**src/rtl/csp_dft_scan_responder.sv**
```systemverilog
// csp_dft_scan_responder: far-end responder for the CSP DFT channel.
// Decodes a one-hot command, consumes scan bits over a four-phase
// return-to-neutral handshake, assembles them LSB-first into a WIDTH-bit
// scan register, and transfers that register to dft_q_o on UPDATE.
// Optional feature macro: CSP_DFT_CAPTURE_EN (RUN->SHIFT loads dft_cap_i
// instead of clearing the scan register).
module csp_dft_scan_responder #(
  parameter int unsigned WIDTH = 8,
  localparam int unsigned CntW = $clog2(WIDTH + 1)
) (
  input  logic              clk_i,
  input  logic              _RESET,
  input  logic signed [1:0] d_data_i,
  output logic              d_enable_o,
  input  logic [2:0]        c_i,
  input  logic [WIDTH-1:0]  dft_cap_i,
  output logic [WIDTH-1:0]  dft_q_o,
  output logic              dft_update_o,
  output logic [CntW-1:0]   shift_cnt_o,
  output logic              dft_err_o
);

  localparam logic [2:0] CmdRun    = 3'b001;
  localparam logic [2:0] CmdShift  = 3'b010;
  localparam logic [2:0] CmdUpdate = 3'b100;
  localparam logic [CntW-1:0] CntMax = CntW'(WIDTH);

  typedef enum logic [1:0] {StHold, StReady, StAck} state_e;

  state_e           state_q;
  logic             enable_q;
  logic [2:0]       c_prev_q;
  logic [WIDTH-1:0] sreg_q;
  logic [WIDTH-1:0] dft_q_q;
  logic             update_q;
  logic [CntW-1:0]  cnt_q;
  logic             err_q;

  logic             c_zero, c_shift, c_bad;
  logic             tok_valid, tok_neutral, tok_illegal;
  logic             consume, upd_edge, load_edge, err_set;
  logic [WIDTH-1:0] load_val;

  // Decode command, token and the edge events seen at the next posedge.
  always_comb begin
    c_zero      = (c_i == 3'b000);
    c_shift     = (c_i == CmdShift);
    c_bad       = !c_zero && !((c_i == CmdRun) || c_shift || (c_i == CmdUpdate));
    // Token encoding: 0/1 valid bit, -1 neutral, -2 illegal.
    tok_valid   = (d_data_i[1] == 1'b0);
    tok_neutral = (d_data_i == 2'sb11);
    tok_illegal = (d_data_i == 2'sb10);
    consume     = (state_q == StReady) && !c_zero && tok_valid;
    upd_edge    = (c_i == CmdUpdate) && (c_prev_q != CmdUpdate);
    load_edge   = (c_prev_q == CmdRun) && c_shift;
    // Bits arriving outside SHIFT, or colliding with the load, are discarded.
    err_set     = c_bad || ((state_q == StReady) && tok_illegal) ||
                  (consume && (!c_shift || load_edge));
`ifdef CSP_DFT_CAPTURE_EN
    load_val    = dft_cap_i;
`else
    load_val    = '0;
`endif
  end

  // Handshake FSM plus scan/update datapath, all outputs registered.
  always_ff @(posedge clk_i or negedge _RESET) begin
    if (!_RESET) begin
      state_q  <= StHold;
      enable_q <= 1'b0;
      c_prev_q <= 3'b000;
      sreg_q   <= '0;
      dft_q_q  <= '0;
      update_q <= 1'b0;
      cnt_q    <= '0;
      err_q    <= 1'b0;
    end else begin
      c_prev_q <= c_i;
      update_q <= upd_edge;
      if (err_set) begin
        err_q <= 1'b1;
      end
      if (upd_edge) begin
        dft_q_q <= sreg_q;
      end

      if (load_edge) begin
        sreg_q <= load_val;
      end else if (consume && c_shift) begin
        sreg_q <= {d_data_i[0], sreg_q[WIDTH-1:1]};
        if (cnt_q != CntMax) begin
          cnt_q <= cnt_q + 1'b1;
        end
      end
      if (upd_edge) begin
        cnt_q <= '0;
      end

      unique case (state_q)
        StHold: begin
          if (!c_zero) begin
            state_q  <= StReady;
            enable_q <= 1'b1;
          end
        end
        StReady: begin
          if (c_zero) begin
            state_q  <= StHold;
            enable_q <= 1'b0;
          end else if (tok_valid) begin
            state_q  <= StAck;
            enable_q <= 1'b0;
          end
        end
        StAck: begin
          // Return-to-neutral is always required, whatever C does meanwhile.
          if (tok_neutral) begin
            if (c_zero) begin
              state_q  <= StHold;
              enable_q <= 1'b0;
            end else begin
              state_q  <= StReady;
              enable_q <= 1'b1;
            end
          end
        end
        default: begin
          state_q  <= StHold;
          enable_q <= 1'b0;
        end
      endcase
    end
  end

  assign d_enable_o   = enable_q;
  assign dft_q_o      = dft_q_q;
  assign dft_update_o = update_q;
  assign shift_cnt_o  = cnt_q;
  assign dft_err_o    = err_q;

  // dft_cap_i is only consumed when the capture feature is built in.
`ifndef CSP_DFT_CAPTURE_EN
  logic unused_cap;
  assign unused_cap = ^dft_cap_i;
`endif

endmodule

```
**config.mk**
```make
export PLATFORM = sky130hd
export DESIGN_NAME = csp_dft_scan_responder
export DESIGN_NICKNAME = d
export VERILOG_FILES = /design/src/rtl/csp_dft_scan_responder.sv
export SDC_FILE = /design/constraint.sdc
export NUM_CORES = 1
export LEC_CHECK = 0
export ABC_AREA = 1
export CORE_MARGIN = 3
export CORE_UTILIZATION = 49
export CTS_CLUSTER_SIZE = 12
export DETAILED_ROUTE_END_ITERATION = 12
export PLACE_DENSITY = 0.84
export REMOVE_ABC_BUFFERS = 1
export SETUP_SLACK_MARGIN = 0.2
export SLEW_MARGIN = 5
export SYNTH_ARGS = -nofsm -noshare
export SYNTH_HDL_FRONTEND = slang
export SYNTH_SLANG_ARGS = --single-unit
export TNS_END_PERCENT = 20
```
**constraint.sdc**
```tcl
create_clock -name clk_i -period 1.4 [get_ports clk_i]
set_input_delay 0.28 -clock clk_i [delete_from_list [all_inputs] [get_ports clk_i]]
set_output_delay 0.28 -clock clk_i [all_outputs]
set_load 0.005 [all_outputs]
```
# After elaboration in Yosys (flattened, before gate mapping)

Index checks and enable logic that the tools add are counted.
Widths: inputs -> output; s select.

Logic and storage cells: 65
Bits in registers: 28
Input port bits: 15

Bitwise gates (word level): 1
Equal/unequal tests: 14
Multiplexer cells: 18
Add/subtract/negate cells: 1
Reductions and logical operators: 23

Operator list:

| kind                | number |
|---|---|
| $mux 4              | 4 |
| $mux 8              | 2 |
| $logic_and 1x1->1   | 8 |
| $mux 2              | 4 |
| $eq 3x1->1 const B  | 2 |
| $mux 1              | 6 |
| $ne 2x2->1 const B  | 3 |
| $ne 3x3->1 const B  | 2 |
| $pmux 2 s3          | 1 |
| $reduce_and 3->1    | 2 |
| $reduce_bool 2->1   | 3 |
| $logic_or 1x1->1    | 5 |
| $add 4x1->4 const B | 1 |
| $eq 2x1->1 const B  | 2 |
| $eq 2x2->1 const B  | 2 |
| $ne 4x4->1 const B  | 1 |
| $eq 3x2->1 const B  | 1 |
| $eq 3x3->1 const B  | 1 |
| $logic_not 1->1     | 3 |
| $logic_not 3->1     | 1 |
| $pmux 1 s3          | 1 |
| $logic_not 2->1     | 1 |
| $not 1->1           | 1 |

# Depth between registers and ports, before layout

Word-level depth: 8
Gate-level depth with buffers: 9
Depth with buffers taken out: 9

# Worst setup path before layout

Ideal clock, no wire load.

Kind: register to register
Start point: register cnt_q[0], in the netlist shift_cnt_o[0]
End point: register cnt_q[2], in the netlist shift_cnt_o[2]
Setup time: 119 ps
Stages on the path, launching flop included: 9
Slack: 162 ps
Required time: 1281 ps
Buffers on the path: 0
Clock period less this slack: 1238 ps
Arrival time: 1119 ps
Cells stage by stage: dfrtp_1 > inv_1 > ha_1 > nand2_1 > nand3_1 > nor2_4 > nand3_1 > nand2_1 > nor2_1

Longest elaborated chain between the ends: 5

Ends and longest elaborated chain:

| what                     | RTL line | RTL |
|---|---|---|
| start: declaration       | 36       | `logic [CntW-1:0] cnt_q;` |
| start signal: assignment | 92       | `cnt_q <= cnt_q + 1'b1;` |
| $add 4x1->4              | 92       |  |
| $mux 4                   | 91       | `if (cnt_q != CntMax) begin` |
| $mux 4                   | 89       | `end else if (consume && c_shift) begin` |
| $mux 4                   | 87       | `if (load_edge) begin` |
| $mux 4                   | 95       | `if (upd_edge) begin` |

Several ways; a longest one is shown, not always the timed one. The select of a mux whose other input is x is not followed.
A chain may end at the register's enable or synchronous reset.

# Worst setup path in the final report

Start point: register cnt_q[1], in the netlist shift_cnt_o[1]
End point: register cnt_q[2], in the netlist shift_cnt_o[2]

Same word-level chain as after synthesis.

==> results.cfg <==
[placement]
place_congestion = 0.7806
detailedPlace.worstSlack_ns = -0.3833
placed_area_um2 = 1647
dp_hpwl_um = 1973
numPortBuffers = 21
place_inst = 201

[global_routing]
global_route_usage_sum_pct = 19.45
grt_pass1_wl_um = 4995
grt_antenna_before_repair = 0
grt_max_degree = 29
first_global_vias = 1132
overflow = 0

[cells_and_area]
antennaDiodeCount = 0
drive_gt1_share_pct = 33.70
final_design_utilization_pct = 70.19
stdcell_area_um2 = 1770
nNetsFinal = 203
final_cell_count_no_fill = 214
multi_input_comb_area_um2 = 576.8
nFillCells = 198
syn_to_final_growth_pct = 34.25
area.sequential_um2 = 700.7

[pwr]
cellPowerDensity_nw_per_um2 = 1387
leakagePower_nw = 0.8969
max-vdd-ir-drop_uv = 1309

[setup_path]
startpoint_type = flop
arrival_ns = 1.52
crit_type = reg2reg
critical_path.endpoint_type = flop
worst_path_fanout_max = 5
timing.critical_path.required_ns = 1.63

[timing]
final.setup.worst_slack_ns = 0.1099
max_freq_mhz = 775.2
final-hold-violation-count = 0
final.min_clock_period_ns = 1.290
worst_pin_slew_ns = 0.3454
min_period_over_period_pct = 92.15
setup-violations-final = 0
clock_skew_ns = 0.008827
worst_hold_margin_ns = 0.3116
timing.final.max_slew_violations = 0
rsz0062_at_grt = yes
maxSlewHeadroom_pct = 76.97

[job]
max_cap_violations = 0

[status]
run_status = finished clean

[die]
floorplan.die.width_um = 57.88
core-area_um2 = 2522
die-area_um2 = 3350
initial_utilization_pct = 52.28
core.rowCount = 18
floorplan.io_pins = 30
die_y_um = 57.88

[detailed_routing]
num_vias = 1128
dr.first_iter.drc_count = 38
routed_wl_per_cell_um = 13.77
ant_nets = 0
route.detailed.drc = 0
routed_wirelength_um = 2947
drt-vias-per-instance = 5.271
number_of_search_and_repair_iterations_in_the_first_detailed_routing_pass = 4

[synthesis]
synth_top_cell_area_share_pct = 53.13
yosys_register_bits = 28
yosys.area.top_type = sky130_fd_sc_hd__dfrtp_1
ys_async_sr_fraction_pct = 100.0
yosys_most_used_dff = sky130_fd_sc_hd__dfrtp_1
synthDistinctLibCells = 23
post_synth_main_area_contributors = sky130_fd_sc_hd__dfrtp_1 (53%), sky130_fd_sc_hd__nand2_1 (7.7%), sky130_fd_sc_hd__inv_1 (5.4%)
synthTopCellsByCount = sky130_fd_sc_hd__dfrtp_1 (28), sky130_fd_sc_hd__nand2_1 (27), sky130_fd_sc_hd__inv_1 (19)
ys.warnings.count = 0
synth_most_common_cell = sky130_fd_sc_hd__dfrtp_1
synth_enable_flop_cells = 0
postSynthAreaPerCell_um2 = 9.420
postSynthCellCount = 140
synth_area_um2 = 1319
seq_area_frac_synth_pct = 53.13

[clocking]
cts_made_buffers = 3
clk_path_buf_depth = 2
cts_tree = done
clkLatencyLatePin_ns = 0.32
htreeDepth = 1
cts_num_sinks = 28
clkTransAtPathRegs_ns = 0.14
cts-hold-fix-buffers = 0
root_buffer = sky130_fd_sc_hd__clkbuf_4

[worst_hold_path]
timing.hold.worst.class = in2async
[placed cells by master (no fill, tap or decap), types with 4 or more instances in the layout]
cell,instances
sky130_fd_sc_hd__dfrtp_1,28
sky130_fd_sc_hd__nand2_2,4
sky130_fd_sc_hd__buf_2,6
sky130_fd_sc_hd__o21ai_2,8
sky130_fd_sc_hd__nor2_1,5
sky130_fd_sc_hd__dlygate4sd2_1,11
sky130_fd_sc_hd__nand3_1,12
sky130_fd_sc_hd__inv_2,4
sky130_fd_sc_hd__inv_1,16
sky130_fd_sc_hd__nand2_1,25
sky130_fd_sc_hd__nor2_4,5
sky130_fd_sc_hd__o21ai_0,9
sky130_fd_sc_hd__buf_4,19
[what timing repair did]
action | 4_1_cts | 5_1_grt
cloned | 0 | 0
resized for setup | 51 | 4
setup buffers | 10 | 0
pin swaps | 6 | 2
endpoints found under the setup margin | 36 | 23
endpoints found under the hold margin | 0 | 0
[per-stage QoR]
| step | power, mW | TNS, ns |
|---|---|---|
| 2_1_floorplan | 1.663 | 0 |
| 3_3_place_gp | 2.062 | -5.491 |
| 3_5_place_dp | 2.114 | -6.613 |
| 4_1_cts | 2.437 | 0 |
| 5_1_grt | 2.637 | 0 |
| 6_report | 2.455 | 0 |
[cell type report]
class	instances	area share, %
repair buffers	43	19.86
flip-flops and latches	28	39.58
well taps	30	2.120
clock buffers	3	1.272
inverters	21	4.594
multi-input cells	89	32.58
[worst max-delay path: stages (launching register included)]
cell                      delay, ns
sky130_fd_sc_hd__dfrtp_1       0.39
sky130_fd_sc_hd__buf_6         0.11
sky130_fd_sc_hd__inv_2         0.04
sky130_fd_sc_hd__ha_4          0.16
sky130_fd_sc_hd__nand2_4       0.07
sky130_fd_sc_hd__nand3_4       0.08
sky130_fd_sc_hd__nor2_4        0.16
sky130_fd_sc_hd__nand3_2       0.09
sky130_fd_sc_hd__nand2_1       0.06
sky130_fd_sc_hd__nor2_1        0.04
[registers in the layout (all words and copies together) (netlist names)]
register and count:
dft_err_o 1, shift_cnt_o 4, state_q 2, c_prev_q 3
sreg_q 8, d_enable_o 1, dft_q_o 8, dft_update_o 1
[routing by layer]
| metal | track usage (%) | up-vias | wire length (um) |
|---|---|---|---|
| met5 | 0 | - | 0 |
| met2 | 35.32 | 21 | 1636 |
| met1 | 23.80 | 558 | 1183 |
| met3 | 2.227 | 4 | 105 |
| met4 | 6.623 | 0 | 22 |
| li1 | - | 545 | - |
[power breakdown]
group | switching [mW] | total, mW | internal (mW)
Combinational | 0.483 | 0.906 | 0.423
Sequential | 0.156 | 1.23 | 1.07
Clock | 0.220 | 0.321 | 0.101
Total | 0.859 | 2.46 | 1.60
[logic make-up after synthesis]
logic type / count (synthesis) / share of synthesized area, %
AO/OA/AOI/OAI: 21 / 10.44
adder cells (fa/ha/maj): 2 / 1.897
buffers and inverters: 23 / 7.779
flip-flops: 28 / 53.13
AND/OR/NAND/NOR: 66 / 26.76
[path summary, 6_finish.rpt]
kind | start | end | slack, ns | cells after the start
max reg2reg | shift_cnt_o[1] | shift_cnt_o[2] | 0.11 | 9
min | _RESET | shift_cnt_o[1] | 0.31 | 2
min in group clk_i | c_i[2] | c_prev_q[2] | 0.31 | 1
min reg2reg | dft_q_o[3] | dft_q_o[3] | 0.50 | 2
max | shift_cnt_o[1] | shift_cnt_o[2] | 0.11 | 9
max in group asynchronous | _RESET | dft_q_o[4] | 0.83 | 2
Power figures use the tool's default switching activity.
